<file path="src/rtl/timer_ctrl_pkg.sv">
// Shared codes and widths for the countdown timer slice.
// Used by the control FSM, the timer datapath and the display mux.
package timer_ctrl_pkg;

  localparam int HR_W        = 5;
  localparam int MS_W        = 6;
  localparam int MIN_SEC_MAX = 59;

  typedef enum logic [1:0] {
    S_IDLE  = 2'd0,
    S_RUN   = 2'd1,
    S_PAUSE = 2'd2,
    S_ALARM = 2'd3
  } state_t;

  typedef enum logic [1:0] {
    F_HR  = 2'd0,
    F_MIN = 2'd1,
    F_SEC = 2'd2
  } field_t;

  typedef enum logic [2:0] {
    EV_NONE,
    EV_CLEAR,
    EV_DONE,
    EV_PAUSE,
    EV_START,
    EV_SEL,
    EV_INC
  } ev_t;

  function automatic field_t next_field(
    input field_t f
  );
    unique case (f)
      F_HR:    return F_MIN;
      F_MIN:   return F_SEC;
      default: return F_HR;
    endcase
  endfunction

endpackage

</file>
<file path="src/rtl/timer_ctrl_wrap_counter.sv">
// Preset field counter: increments on inc, wraps MAX->0.
// clr and rst both zero the value.
module wrap_counter #(
  parameter int W   = 6,
  parameter int MAX = 59
) (
  input  logic         clk,
  input  logic         rst,
  input  logic         inc,
  input  logic         clr,
  output logic [W-1:0] value
);

  always_ff @(posedge clk) begin
    if (rst || clr) begin
      value <= '0;
    end else if (inc) begin
      if (value == W'(MAX))
        value <= '0;
      else
        value <= value + W'(1);
    end
  end

endmodule

</file>
<file path="src/rtl/timer_ctrl.sv">
// Countdown timer control: preset editing, run/pause sequencing
// and a tick-timed alarm once the timer reports done.
module timer_ctrl
  import timer_ctrl_pkg::*;
#(
  parameter int HR_MAX     = 23,
  parameter int ALARM_SECS = 10
) (
  input  logic            clk,
  input  logic            rst,
  input  logic            tick_1hz,
  input  logic            btn_start,
  input  logic            btn_pause,
  input  logic            btn_clear,
  input  logic            btn_sel,
  input  logic            btn_inc,
  input  logic            timer_done,
  output logic [HR_W-1:0] set_hr,
  output logic [MS_W-1:0] set_min,
  output logic [MS_W-1:0] set_sec,
  output logic            tm_load,
  output logic            tm_run,
  output logic            alarm,
  output logic [1:0]      state,
  output logic [1:0]      sel_field
);

  state_t      st_q;
  field_t      fld_q;
  logic [5:0]  alarm_cnt;
  ev_t         ev;
  logic        in_idle;
  logic        preset_nz;
  logic        clr_preset;
  logic        inc_hr;
  logic        inc_min;
  logic        inc_sec;

  assign state     = st_q;
  assign sel_field = fld_q;

  // timer_done only matters while counting
  always_comb begin
    ev = EV_NONE;
    if (btn_clear)
      ev = EV_CLEAR;
    else if (timer_done && st_q == S_RUN)
      ev = EV_DONE;
    else if (btn_pause)
      ev = EV_PAUSE;
    else if (btn_start)
      ev = EV_START;
    else if (btn_sel)
      ev = EV_SEL;
    else if (btn_inc)
      ev = EV_INC;
  end

  assign in_idle    = (st_q == S_IDLE);
  assign preset_nz  = |{set_hr, set_min, set_sec};
  assign clr_preset = in_idle && ev == EV_CLEAR;
  assign inc_hr     = in_idle && ev == EV_INC
                      && fld_q == F_HR;
  assign inc_min    = in_idle && ev == EV_INC
                      && fld_q == F_MIN;
  assign inc_sec    = in_idle && ev == EV_INC
                      && fld_q == F_SEC;

  wrap_counter #(.W(HR_W), .MAX(HR_MAX)) u_hr (
    .clk   (clk),
    .rst   (rst),
    .inc   (inc_hr),
    .clr   (clr_preset),
    .value (set_hr)
  );

  wrap_counter #(.W(MS_W), .MAX(MIN_SEC_MAX)) u_min (
    .clk   (clk),
    .rst   (rst),
    .inc   (inc_min),
    .clr   (clr_preset),
    .value (set_min)
  );

  wrap_counter #(.W(MS_W), .MAX(MIN_SEC_MAX)) u_sec (
    .clk   (clk),
    .rst   (rst),
    .inc   (inc_sec),
    .clr   (clr_preset),
    .value (set_sec)
  );

  always_ff @(posedge clk) begin
    if (rst) begin
      st_q      <= S_IDLE;
      fld_q     <= F_HR;
      tm_load   <= 1'b0;
      tm_run    <= 1'b0;
      alarm     <= 1'b0;
      alarm_cnt <= '0;
    end else begin
      tm_load <= 1'b0;
      unique case (st_q)
        S_IDLE: begin
          tm_run <= 1'b0;
          alarm  <= 1'b0;
          if (ev == EV_CLEAR) begin
            fld_q <= F_HR;
          end else if (ev == EV_START && preset_nz) begin
            tm_load <= 1'b1;
            st_q    <= S_RUN;
          end else if (ev == EV_SEL) begin
            fld_q <= next_field(fld_q);
          end
        end
        S_RUN: begin
          if (ev == EV_CLEAR) begin
            st_q   <= S_IDLE;
            tm_run <= 1'b0;
          end else if (ev == EV_DONE) begin
            st_q      <= S_ALARM;
            tm_run    <= 1'b0;
            alarm     <= 1'b1;
            alarm_cnt <= 6'(ALARM_SECS);
          end else if (ev == EV_PAUSE) begin
            st_q   <= S_PAUSE;
            tm_run <= 1'b0;
          end else begin
            tm_run <= 1'b1;
          end
        end
        S_PAUSE: begin
          tm_run <= 1'b0;
          if (ev == EV_CLEAR) begin
            st_q <= S_IDLE;
          end else if (ev == EV_START) begin
            st_q   <= S_RUN;
            tm_run <= 1'b1;
          end
        end
        default: begin
          tm_run <= 1'b0;
          // any of start/pause/clear acknowledges the alarm
          if (ev == EV_CLEAR || ev == EV_PAUSE
              || ev == EV_START) begin
            st_q      <= S_IDLE;
            alarm     <= 1'b0;
            alarm_cnt <= '0;
          end else if (tick_1hz) begin
            if (alarm_cnt <= 6'd1) begin
              st_q      <= S_IDLE;
              alarm     <= 1'b0;
              alarm_cnt <= '0;
            end else begin
              alarm_cnt <= alarm_cnt - 6'd1;
            end
          end
        end
      endcase
    end
  end

endmodule

</file>
<file path="config.mk">
export PLATFORM = sky130hd
export DESIGN_NAME = timer_ctrl
export DESIGN_NICKNAME = d
export VERILOG_FILES = /design/src/rtl/timer_ctrl_pkg.sv /design/src/rtl/timer_ctrl_wrap_counter.sv /design/src/rtl/timer_ctrl.sv
export SDC_FILE = /design/constraint.sdc
export NUM_CORES = 1
export LEC_CHECK = 0
export BUFFER_PORTS_ARGS = -buffer_cell sky130_fd_sc_hd__buf_2
export CORE_UTILIZATION = 49
export DETAILED_ROUTE_END_ITERATION = 10
export GPL_TIMING_DRIVEN = 0
export PLACE_DENSITY = 0.72
export SLEW_MARGIN = 20
export SYNTH_ARGS = -nofsm -noshare
export SYNTH_HDL_FRONTEND = slang
export SYNTH_SLANG_ARGS = --single-unit
</file>
<file path="constraint.sdc">
create_clock -name clk -period 6.4 [get_ports clk]
set_input_delay 1.28 -clock clk [delete_from_list [all_inputs] [get_ports clk]]
set_output_delay 1.28 -clock clk [all_outputs]
set_load 0.05 [all_outputs]
</file>
# == Word-level counts from Yosys, hierarchy flattened ==
# Cells that the tools add are included.
# totals
ff_bits,30
out_inout_bits,24
# classes
add_sub_neg,4
order_cmp,1
eq_ne,20
n_mux,43
bitwise,3
n_reduce_logical,25
# op_table
cell,count
two-way mux 6 bit,7
two-way mux 2 bit,13
two-way mux 3 bit,6
OR reduction 17 bit,1
adder 6 x 1 -> 6 bit (second input constant),2
equality test 6 bit (second input constant),2
case mux 6 bit (2 select lines),1
two-way mux 1 bit,11
nonzero test 5 bit,2
equality test 3 bit (second input constant),3
nonzero test 4 bit,2
logical AND 1 bit,7
equality test 3 x 2 -> 1 bit (second input constant),2
<= comparator 6 x 1 -> 1 bit (second input constant),1
!= test 2 bit (second input constant),3
case mux 2 bit (3 select lines),1
AND reduction 6 bit,1
subtractor 6 x 1 -> 6 bit (second input constant),1
adder 5 x 1 -> 5 bit (second input constant),1
equality test 5 bit (second input constant),1
two-way mux 5 bit,1
AND reduction 5 bit,1
equality test 2 x 1 -> 1 bit (second input constant),2
equality test 2 bit (second input constant),2
other kinds (16),22

# == Longest topological paths before layout ==
# depth
ltp_word,11
ltp_mapped,8

# == Modules after synthesis ==
# From an unflattened synthesis, not the netlist that was laid out.
# unflattened
hier_cells,200
area_unflattened_um2,1764.2
# modules_own_cells
mod,n_inst,cells_per_inst,area_each_um2
timer_ctrl,1,121,948.4
wrap_counter (u_min ...),2,28,291.5
wrap_counter (u_hr),1,23,232.7

# == Least setup slack after synthesis ==
# No wires, ideal clock.
# synth_path
kind,input port to flip-flop
start,in btn_start
end,reg u_sec.value[0]
setup_ns,0.131
arrival_ns,2.512
path_slack_ns,3.757
stages,5
path_cell_list,buf_2 and4bb_2 nand4b_2 o41ai_2 nor2_1
# synth_via
elab_chain_len,7
elab_cells_between_ends,10
cone_classes,2 x eq/ne; 4 x mux; 4 x reduce/logical
# synth_lines
item,line_no,rtl
start: declaration,timer_ctrl.sv:12,"input logic btn_start,"
two-way mux 3 bit (*),timer_ctrl.sv:51,else if (btn_start)
two-way mux 3 bit (*),timer_ctrl.sv:49,else if (btn_pause)
two-way mux 3 bit (*),timer_ctrl.sv:47,else if (timer_done && st_q == S_RUN)
two-way mux 3 bit (*),timer_ctrl.sv:45,if (btn_clear)
equality test 3 bit or equality test 3 x 1 -> 1 bit (tied branches),"timer_ctrl.sv:66, timer_ctrl.sv:61",
logical AND 1 bit (on tied branches),"timer_ctrl.sv:66, timer_ctrl.sv:61",
logical AND 1 bit or logical OR 1 bit (tied branches),"timer_ctrl.sv:67, timer_ctrl_wrap_counter.sv:15",
end signal: assignment,timer_ctrl_wrap_counter.sv:21,value <= value + W'(1);
end: declaration,timer_ctrl_wrap_counter.sv:11,output logic [W-1:0] value
# Mark *: on every way between the ends. The rest lies on a longest branch, timed or not.
# A chain may end at the register's enable or synchronous reset.

# == Worst setup path in the final report ==
# layout_path
start,in btn_clear
end,reg u_sec.value[3]
# layout_via
elab_chain_len,4
elab_cells_between_ends,7
cone_classes,2 x eq/ne; 1 x mux; 4 x reduce/logical
# layout_lines
item,line_no,rtl
start: declaration,timer_ctrl.sv:14,"input logic btn_clear,"
two-way mux 3 bit (*),timer_ctrl.sv:45,
equality test 3 bit or equality test 3 x 1 -> 1 bit (tied branches),"timer_ctrl.sv:66, timer_ctrl.sv:61",
logical AND 1 bit (on tied branches),"timer_ctrl.sv:66, timer_ctrl.sv:61",
logical AND 1 bit or logical OR 1 bit (tied branches),"timer_ctrl.sv:67, timer_ctrl_wrap_counter.sv:15",
# Marks and branches as above.

==> impl_results.md <==
* Total iterations of the first detailed-routing run at 4
* Cell Rows at 21
* Syn Std Cell Area at 0.00180 sq mm
* Vias at 1650
* Vias per cell at 5.57
* Root buffer cell: clkbuf_4
* Nets@finish at 268
* VDD IR-drop max at 0.119 mV
* CTS Buf Count at 5
* MaxCap Viol Count at 0
* Total die area at 0.00391 sq mm
* CTS Buffer Depth at 2
* Fmax at 0.380 GHz
* Clk_skew at 0.00767 ns
* Main synth FF type: dfxtp_1
* Max FO, Critical Path at 10
* Number of synthesized flops with an enable pin at 0
* Reg2reg start: state[1]
* Final setup TNS at 0 ns
* Final setup fails at 0
* Hold Path Origin: alarm_cnt[4]
* Pleak at 0.835 nW
* Slew Viols, Final at 0
* Die W at 62.5 um
* Worst Path Arrival at 2.85 ns
* Placer Congestion at 0.842
* Largest net degree at the start of global routing at 11
* Clk slew on worst S/H paths at 0.10 ns
* Die H at 62.5 um
* Hold_buf cts at 0
* Total nets after synthesis at 230
* Seq/Total Area, Yosys at 33.4%
* Mean post-synth cell area at 8.51 sq um
* R2R Setup Slk at 4.12 ns
* Clock Latency Late Sink at 0.34 ns
* GR Util All Layers at 22.0%
* Core area at 0.00342 sq mm
* TritonCTS Sinks at 30
* Fin. Hold Viols at 0
* Wirelength per Cell at 13.1 um
* WL final at 3.87 mm
* Post-route ant nets at 0
* Netlist cell types at 50
* Tmin final at 2.63 ns
* Final Cell Area at 0.00207 sq mm
* Initial Util at 52.6%
* Final period util at 41.1%
* H-tree depth at 2
* DR iter-0 viols at 74
* Final worst setup slack at 3.77 ns
* CP Data Required Time at 6.62 ns
* First-pass GRT wire length at 6.89 mm
* Startpoint Class: input port
* # diodes at 0
* Placed wire-length estimate at 2.85 mm
* Register bit total from synthesis at 30
* Most frequent cells in the layout: nor2_1, buf_2, dfxtp_1, a21oi_1, inv_1
* Critical path class: input port to flip-flop
* Share of flip-flops with an asynchronous set or reset at 0%
* Port Buf Inserts at 31
* Most common cell after layout, fill and taps aside: nor2_1
* Congestion Overflow GR at 0
* Max-slew headroom at 58.4%
* Postcts setup bufs at 0
* Post-Place Worst Slack at 3.40 ns
* Largest cells by area after synthesis: dfxtp_1, nor2_1, ha_1
* Crit. Startpoint: btn_clear
* Vias in the first global route at 1549
* Synth-to-Final Area Change at 15.2%
* Power Density at 163 mW/mm^2
* Fraction of layout instances using a drive strength above 1 at 20.0%
* TritonCTS clock tree: built
* Tot Pwr at 338 uW
* Area leader, netlist: dfxtp_1
* Worst setup EP type: flip-flop
* Min-Delay Path Class: flip-flop to flip-flop
* End of the worst register-to-register path: u_sec.value[3]
* Worst Tran Pin Value at 0.618 ns
* Hold depth at 2
* Filler Cells Inserted at 337
* Flip-flop and latch area at 601 sq um
* R2R cell count at 7
* Crit path capture: u_sec.value[3]
* Initial antenna violation count at 0
* Yosys warnings at 0
* Area of the multi-input gates at 0.00111 sq mm
* # DRC at 0
* Unrepaired setup endpoints after global routing: no
* Syn Inst Count at 211
* Status: finished, final reports clean
* CTS resizes at 0
* Dpl cell area at 0.00201 sq mm
* Yosys top cell area share at 33.4%
* Count of boundary I/O pins at 33
sequential cells by signal, indices dropped and copies added, names as in the netlist:
| signal | cells |
|---|---|
| tm_run | 1 |
| alarm | 1 |
| state | 2 |
| u_hr.value | 5 |
| u_min.value | 6 |
| sel_field | 2 |
| u_sec.value | 6 |
| alarm_cnt | 6 |
| tm_load | 1 |
Yosys cell counts, drive strengths merged, types with 3 or more instances:
cell    instances
nor3            4
nand2           6
xor2            3
a32oi           3
inv            13
mux2i           8
o21ai          10
ha             10
nand2b          5
clkbuf          3
buf             3
and3b           3
nor4            6
a21oi          14
nor2           35
a21o            3
a211oi          4
xnor2           5
dfxtp          30
nand3          10
cell type report:
cell class,instances,area share [%]
repair buffers,31,7.50
clock inverters,1,0.242
plain buffers,6,1.63
multi-input cells,162,53.8
clock buffers,7,2.66
well taps,46,2.78
flip-flops and latches,30,29.0
inverters,13,2.36
routing by layer:
metal	up-vias	part of all wire, %	GRT usage, %
met5	-	0	0
met4	0	1.6	9.59
met3	7	5.5	5.11
met2	38	43	33.2
met1	756	50	29.7
li1	849	-	-
cells by family after synthesis:
group	count (synthesis)	synth area share [%]
flops	30	33.4
simple gates	87	26.3
fa+ha+maj	10	6.97
buf+inv	19	4.60
mux	8	4.46
compound gates	49	20.3
xor+xnor	8	3.90
worst min path at each step:
| stage | endpoint | slack [ns] |
|---|---|---|
| floorplan | alarm_cnt[4] | 0.48 |
| global placement | alarm | 0.50 |
| detailed placement | alarm | 0.51 |
| CTS | alarm_cnt[4] | 0.53 |
| global route | alarm_cnt[3] | 0.56 |
| finish | alarm_cnt[4] | 0.53 |
through the flow:
stage	instances	util, %	hold slack, ns
4_1_cts	296	60.5	0.528
2_1_floorplan	211	-	0.480
6_report	296	60.5	0.529
3_3_place_gp	288	58.8	0.500
3_5_place_dp	288	58.8	0.510
5_1_grt	296	60.5	0.559
report_power, final:
part,leakage [nW],internal (mW),switching [mW],total [mW]
Combinational,0.558,0.00964,0.0185,0.0282
Clock,0.0353,0.0532,0.0681,0.121
Sequential,0.242,0.187,0.00112,0.188
critical path: stages:
cell,delay [ns]
buf_2,0.13
buf_2,0.18
a211oi_1,0.31
nand4b_2,0.30
o41ai_2,0.56
nor2_1,0.09
No activity file was read; power rests on OpenSTA's default activity.
